`config.mk`:
```
export PLATFORM = sky130hd
export DESIGN_NAME = cla_m
export DESIGN_NICKNAME = d
export VERILOG_FILES = /design/src/rtl/cla_m.sv
export SDC_FILE = /design/constraint.sdc
export NUM_CORES = 1
export LEC_CHECK = 0
export ABC_CLOCK_PERIOD_IN_PS = 1600
export BUFFER_PORTS_ARGS = -buffer_cell sky130_fd_sc_hd__buf_4
export CAP_MARGIN = 20
export CORE_AREA = 2 2 39 41
export CTS_BUF_LIST = sky130_fd_sc_hd__clkbuf_8
export DETAILED_ROUTE_END_ITERATION = 16
export DIE_AREA = 0 0 41 43
export PLACE_DENSITY_LB_ADDON = 0.3
export RECOVER_POWER = 50
export SLEW_MARGIN = 5
export SYNTH_ARGS = -nofsm -noshare
export SYNTH_HDL_FRONTEND = slang
export SYNTH_SLANG_ARGS = --single-unit
export TNS_END_PERCENT = 1
```
`constraint.sdc`:
```
create_clock -name clk -period 1.6 [get_ports clk]
set_clock_uncertainty 0.05 [all_clocks]
set_input_delay 0.4 -clock clk [delete_from_list [all_inputs] [get_ports clk]]
set_output_delay 0.4 -clock clk [all_outputs]
set_load 0.05 [all_outputs]
```
`src/rtl/cla_m.sv`:
```
// Registered carry-lookahead adder: S <= A + B + Cin, with every carry
// flattened into a sum of products of generate/propagate terms and Cin.
module cla_m #(
  parameter int unsigned WIDTH = 3
) (
  input  logic             clk,
  input  logic             rst,
  input  logic [WIDTH-1:0] A,
  input  logic [WIDTH-1:0] B,
  input  logic             Cin,
  output logic [WIDTH:0]   S
);

  logic [WIDTH-1:0] g;
  logic [WIDTH-1:0] p;
  logic [WIDTH-1:0] sum;
  logic [WIDTH:0]   c;

  assign g    = A & B;
  assign p    = A ^ B;
  assign c[0] = Cin;

  // c[k] = OR over j of (g[j] & p[k-1:j+1] all set), plus (Cin & p[k-1:0] all set).
  // Each propagate run is a constant mask, so no carry depends on a lower carry net.
  for (genvar k = 1; k <= WIDTH; k++) begin : g_carry
    localparam logic [WIDTH-1:0] CIN_MASK = WIDTH'((64'(1) << k) - 64'(1));
    logic [k:0] term;

    assign term[0] = Cin & (&(p | ~CIN_MASK));

    for (genvar j = 0; j < k; j++) begin : g_term
      localparam logic [WIDTH-1:0] RUN_MASK =
        WIDTH'((64'(1) << k) - (64'(1) << (j + 1)));
      assign term[j+1] = g[j] & (&(p | ~RUN_MASK));
    end

    assign c[k] = |term;
  end

  assign sum = p ^ c[WIDTH-1:0];

  always_ff @(posedge clk) begin
    if (rst) begin
      S <= '0;
    end else begin
      S <= {c[WIDTH], sum};
    end
  end

endmodule

```
### Word level (Yosys, flattened, before mapping)

Cells that the tools add are included.
W data, S select, Z words.

| word-level totals | value |
|---|---|
| memories | 0 |
| bits in latches | 0 |
| output and inout port bits | 4 |
| flip-flop bits (word level) | 4 |
| word-level logic and storage cells | 16 |
| ROM bits | 0 |
| RAM bits | 0 |
| bits of input ports | 9 |

| cells by class | value |
|---|---|
| add/sub/neg operators | 0 |
| reduce and logical (&&, ||, !) cells | 6 |
| $lt $le $gt $ge | 0 |
| div/mod/pow operators | 0 |
| equality and inequality tests | 0 |
| multiply operators | 0 |
| mux-type cells | 0 |
| shift operators | 0 |
| bitwise logic cells | 9 |

Operator list:

| cell | number |
|---|---|
| $and A1 B1 Y1 | 6 |
| $xor A3 B3 Y3 | 2 |
| $reduce_and A2 Y1 | 2 |
| $reduce_or A4 Y1 | 1 |
| $and A3 B3 Y3 | 1 |
| $reduce_and A3 Y1 | 1 |
| $reduce_or A3 Y1 | 1 |
| $reduce_or A2 Y1 | 1 |

### Depth between registers and ports, before layout

| depth | value |
|---|---|
| depth in word-level cells | 5 |
| gate-level depth with buffers | 4 |

### Least setup slack after synthesis

No wires, ideal clock.

| timing path | value |
|---|---|
| path type | input-to-reg |
| start | input A[1] |
| end | register S[3] |
| required time | 1.435 ns |
| cell stages on the path | 4 |
| setup time | 0.115 ns |
| slack | 0.317 ns |
| arrival | 1.118 ns |
| cells stage by stage | ha_1 a21oi_1 a21boi_1 o21ba_1 |

| on the way | value |
|---|---|
| word-level cells in the longest chain between the ends | 4 |
| elaborated cells between the ends (all ways) | 8 |

RTL lines:

| item | RTL line | text |
|---|---|---|
| start, declared | 8 | `input logic [WIDTH-1:0] A,` |
| $xor A3 B3 Y3 | 20 | `assign p = A ^ B;` |
| $reduce_and A3 Y1 or $reduce_and A2 Y1 (tied branches) | 29, 34 |  |
| $and A1 B1 Y1, on equally long branches | 29, 34 |  |
| $reduce_or A4 Y1 * | 37 | `assign c[k] = \|term;` |
| end signal, assigned | 46 | `S <= {c[WIDTH], sum};` |
| end, declared | 11 | `output logic [WIDTH:0] S` |

Mark *: on every way between the ends. The rest lies on a longest branch, timed or not.
A chain may end at the register's enable or synchronous reset.

### Final worst setup path

| timing path | value |
|---|---|
| start | register S[3] |
| end | output S[3] |

No word-level cell between the ends.

==> impl_metrics.csv <==
group,metric,value,unit
sta,hold_viol,0,
logic_synthesis,yosysWarningCount,0,
sta,drv_slew,0,
cts,cts_root_buf,"clkbuf_8",
worst_setup_path,worstPathArrival,970,ps
detailed_routing,firstDrtPassIters,1,
finish,largest_registers,"S (4)",
logic_synthesis,synthesis.area,211,sq um
sta,relSlewSlack,0.602,
floorplanning,die-height,43,um
worst_setup_path,crit_required,1150,ps
global_routing,grt_use_total,0.0593,
detailed_routing,highest_layer,"met3",
floorplanning,row_count,14,
cts,hold_buffers,0,
place,gp_congestion,0.600,
cts,numCtsBuffers,3,
logic_synthesis,yosysSeqAreaShare,0.379,
finish,largest_reg_flops,4,
floorplanning,die_x,41,um
logic_synthesis,synth_top_cell_area_share,0.379,
finish,top_register,"S",
global_routing,first_global_vias,177,
worst_setup_path,path_delay_family,"buffers and inverters",
finish,n_fill_cell,155,
logic_synthesis,synth_area_leader_cell,"dfxtp_1",
power_and_ir_drop,power_density,1200,mW/mm^2
floorplanning,coreArea,0.00138,sq mm
place,hpwl,333,um
cts,cts_sinks,4,
cts,cts-resized-gates,0,
floorplanning,die_area,0.00176,sq mm
cts,cts_tree,"yes",
detailed_routing,routed_wirelength,410,um
cts,clkTransAtPathRegs,30,ps
floorplanning,initial_core_util,0.153,
sta,final.period_utilization,0.890,
min_path,hold_path.class,"input pin to flop",
finish,area_growth_syn_to_layout,64.5,%
detailed_routing,viasPerCell,3.63,
global_routing,grt_pass1_wl,655,um
worst_setup_path,critPathLaunch,"S[3]$_SDFF_PP0_",
finish,drive_gt1_frac,0.343,
detailed_routing,wl_met1,181,um
global_routing,overflow,0,
worst_setup_path,cp-start-kind,"flop",
worst_setup_path,cp_num_cells,1,
logic_synthesis,ys_top_cells_by_area,"dfxtp_1 (38%), ha_1 (18%), fa_1 (9.5%), inv_1 (5.3%), nor3_2 (4.7%)",
logic_synthesis,ys_ff_latch,4,
sta,fmax,702,MHz
global_routing,grt_max_degree,5,
sta,min_period,1420,ps
sta,rsz0062_at_grt,"no",
detailed_routing,vias,185,
sta,timing.hold.ws,318,ps
finish,n_antenna_cell,0,
worst_setup_path,critPathMaxStageDelay,460,ps
detailed_routing,wl_met3,81,um
logic_synthesis,synth_area_per_cell,10.6,sq um
detailed_routing,initialDrtViolationCount,0,
power_and_ir_drop,peakVddDrop,213,uV
detailed_routing,wl_met2,147,um
worst_setup_path,critPathBufInv,1,
worst_setup_path,worstSetupPathType,"flop to output port",
cts,post_cts_buffers,0,
sta,setup-violations-final,0,
logic_synthesis,syn_nets,33,
detailed_routing,drc_errors,0,
worst_setup_path,path_cells,"clkbuf_1",
finish,final_util,0.251,
cts,ctsHtreeMaxLevel,1,
cts,cts_buffer_depth,2,
logic_synthesis,netlist_instances,20,
logic_synthesis,synthDistinctLibCells,12,
worst_setup_path,worstPathMaxFanout,1,
worst_setup_path,crit_slowest_cell,"clkbuf_1",
sta,tns,0,ps
power_and_ir_drop,leakagePower,0.177,nW
global_routing,antenna_found_initial,0,
flow_run,max-cap-violations,0,
floorplanning,io_pins,13,
run_status,status,"complete, no violations",
worst_setup_path,crit_end,"S[3]",
detailed_routing,wire_per_inst,8.04,um
worst_setup_path,end_kind,"output port",
finish,final_nets,50,
detailed_routing,ant_nets,0,
place,io_buffer_count,12,
sta,tightest_slew,600,ps
## where the power goes
part | switching, mW | total, mW | internal (mW) | leakage, nW
combinational | 0.0634 | 0.0986 | 0.0352 | 0.122
sequential | 0.00227 | 0.113 | 0.111 | 0.0333
clock | 0.0464 | 0.206 | 0.160 | 0.0216
total | 0.112 | 0.418 | 0.306 | 0.177
## kinds of logic after synthesis
logic type | Yosys count | synth area share
and+or+nand+nor | 5 | 0.148
adders and majority gates | 4 | 0.272
DFF | 4 | 0.379
AOI/OAI and AO/OA | 3 | 0.107
buffers and inverters | 3 | 0.0533
xor gates and xnor gates | 1 | 0.0414
## cell usage in the layout (no fill, tap or decap), types with 2 or more instances in the layout
| master | instances |
|---|---|
| nor2_1 | 2 |
| clkbuf_8 | 3 |
| buf_4 | 8 |
| dfxtp_1 | 4 |
| ha_1 | 3 |
| clkbuf_1 | 4 |
| inv_1 | 3 |
## through the flow
stage | area (sq um) | total power, mW | cells | worst slack (ps)
2_1_floorplan | 211 | 0.183 | 20 | 317
3_3_place_gp | 322 | 0.222 | 48 | 125
3_5_place_dp | 322 | 0.222 | 48 | 136
4_1_cts | 363 | 0.435 | 51 | 344
5_1_grt | 348 | 0.442 | 51 | 150
6_report | 348 | 0.418 | 51 | 176
## cell type report
type,count,area (sq um),share of cell area
multi-input combinational,13,120,0.345
sequential,4,80.1,0.230
clock buffer,3,41.3,0.119
timing repair buffer,12,75.1,0.216
tap,16,20.0,0.0576
inverter,3,11.3,0.0324
## synth_stat cells (all sizes together)
cell type and n:
ha 3, o21ba 1, nor3 1, nor2 2, dfxtp 4, and3b 1, a21boi 1, xor2 1
inv 3, a21oi 1, nand3 1, fa 1
## layer usage
metal	vias to the layer above	GRT usage
met2	13	0.0750
met4	0	0.0600
met1	76	0.0645
met3	0	0.0314
li1	96	-
met5	-	0
## worst min-delay path by stage
stage / endpoint / startpoint / cells past startpoint
5_1_grt: S[0]$_SDFF_PP0_ / rst / 2
3_5_place_dp: S[0]$_SDFF_PP0_ / rst / 2
6_report: S[0]$_SDFF_PP0_ / rst / 2
3_3_place_gp: S[0]$_SDFF_PP0_ / rst / 2
4_1_cts: S[0]$_SDFF_PP0_ / rst / 2
2_1_floorplan: S[0]$_SDFF_PP0_ / rst / 1
No activity file was read; power rests on OpenSTA's default activity.
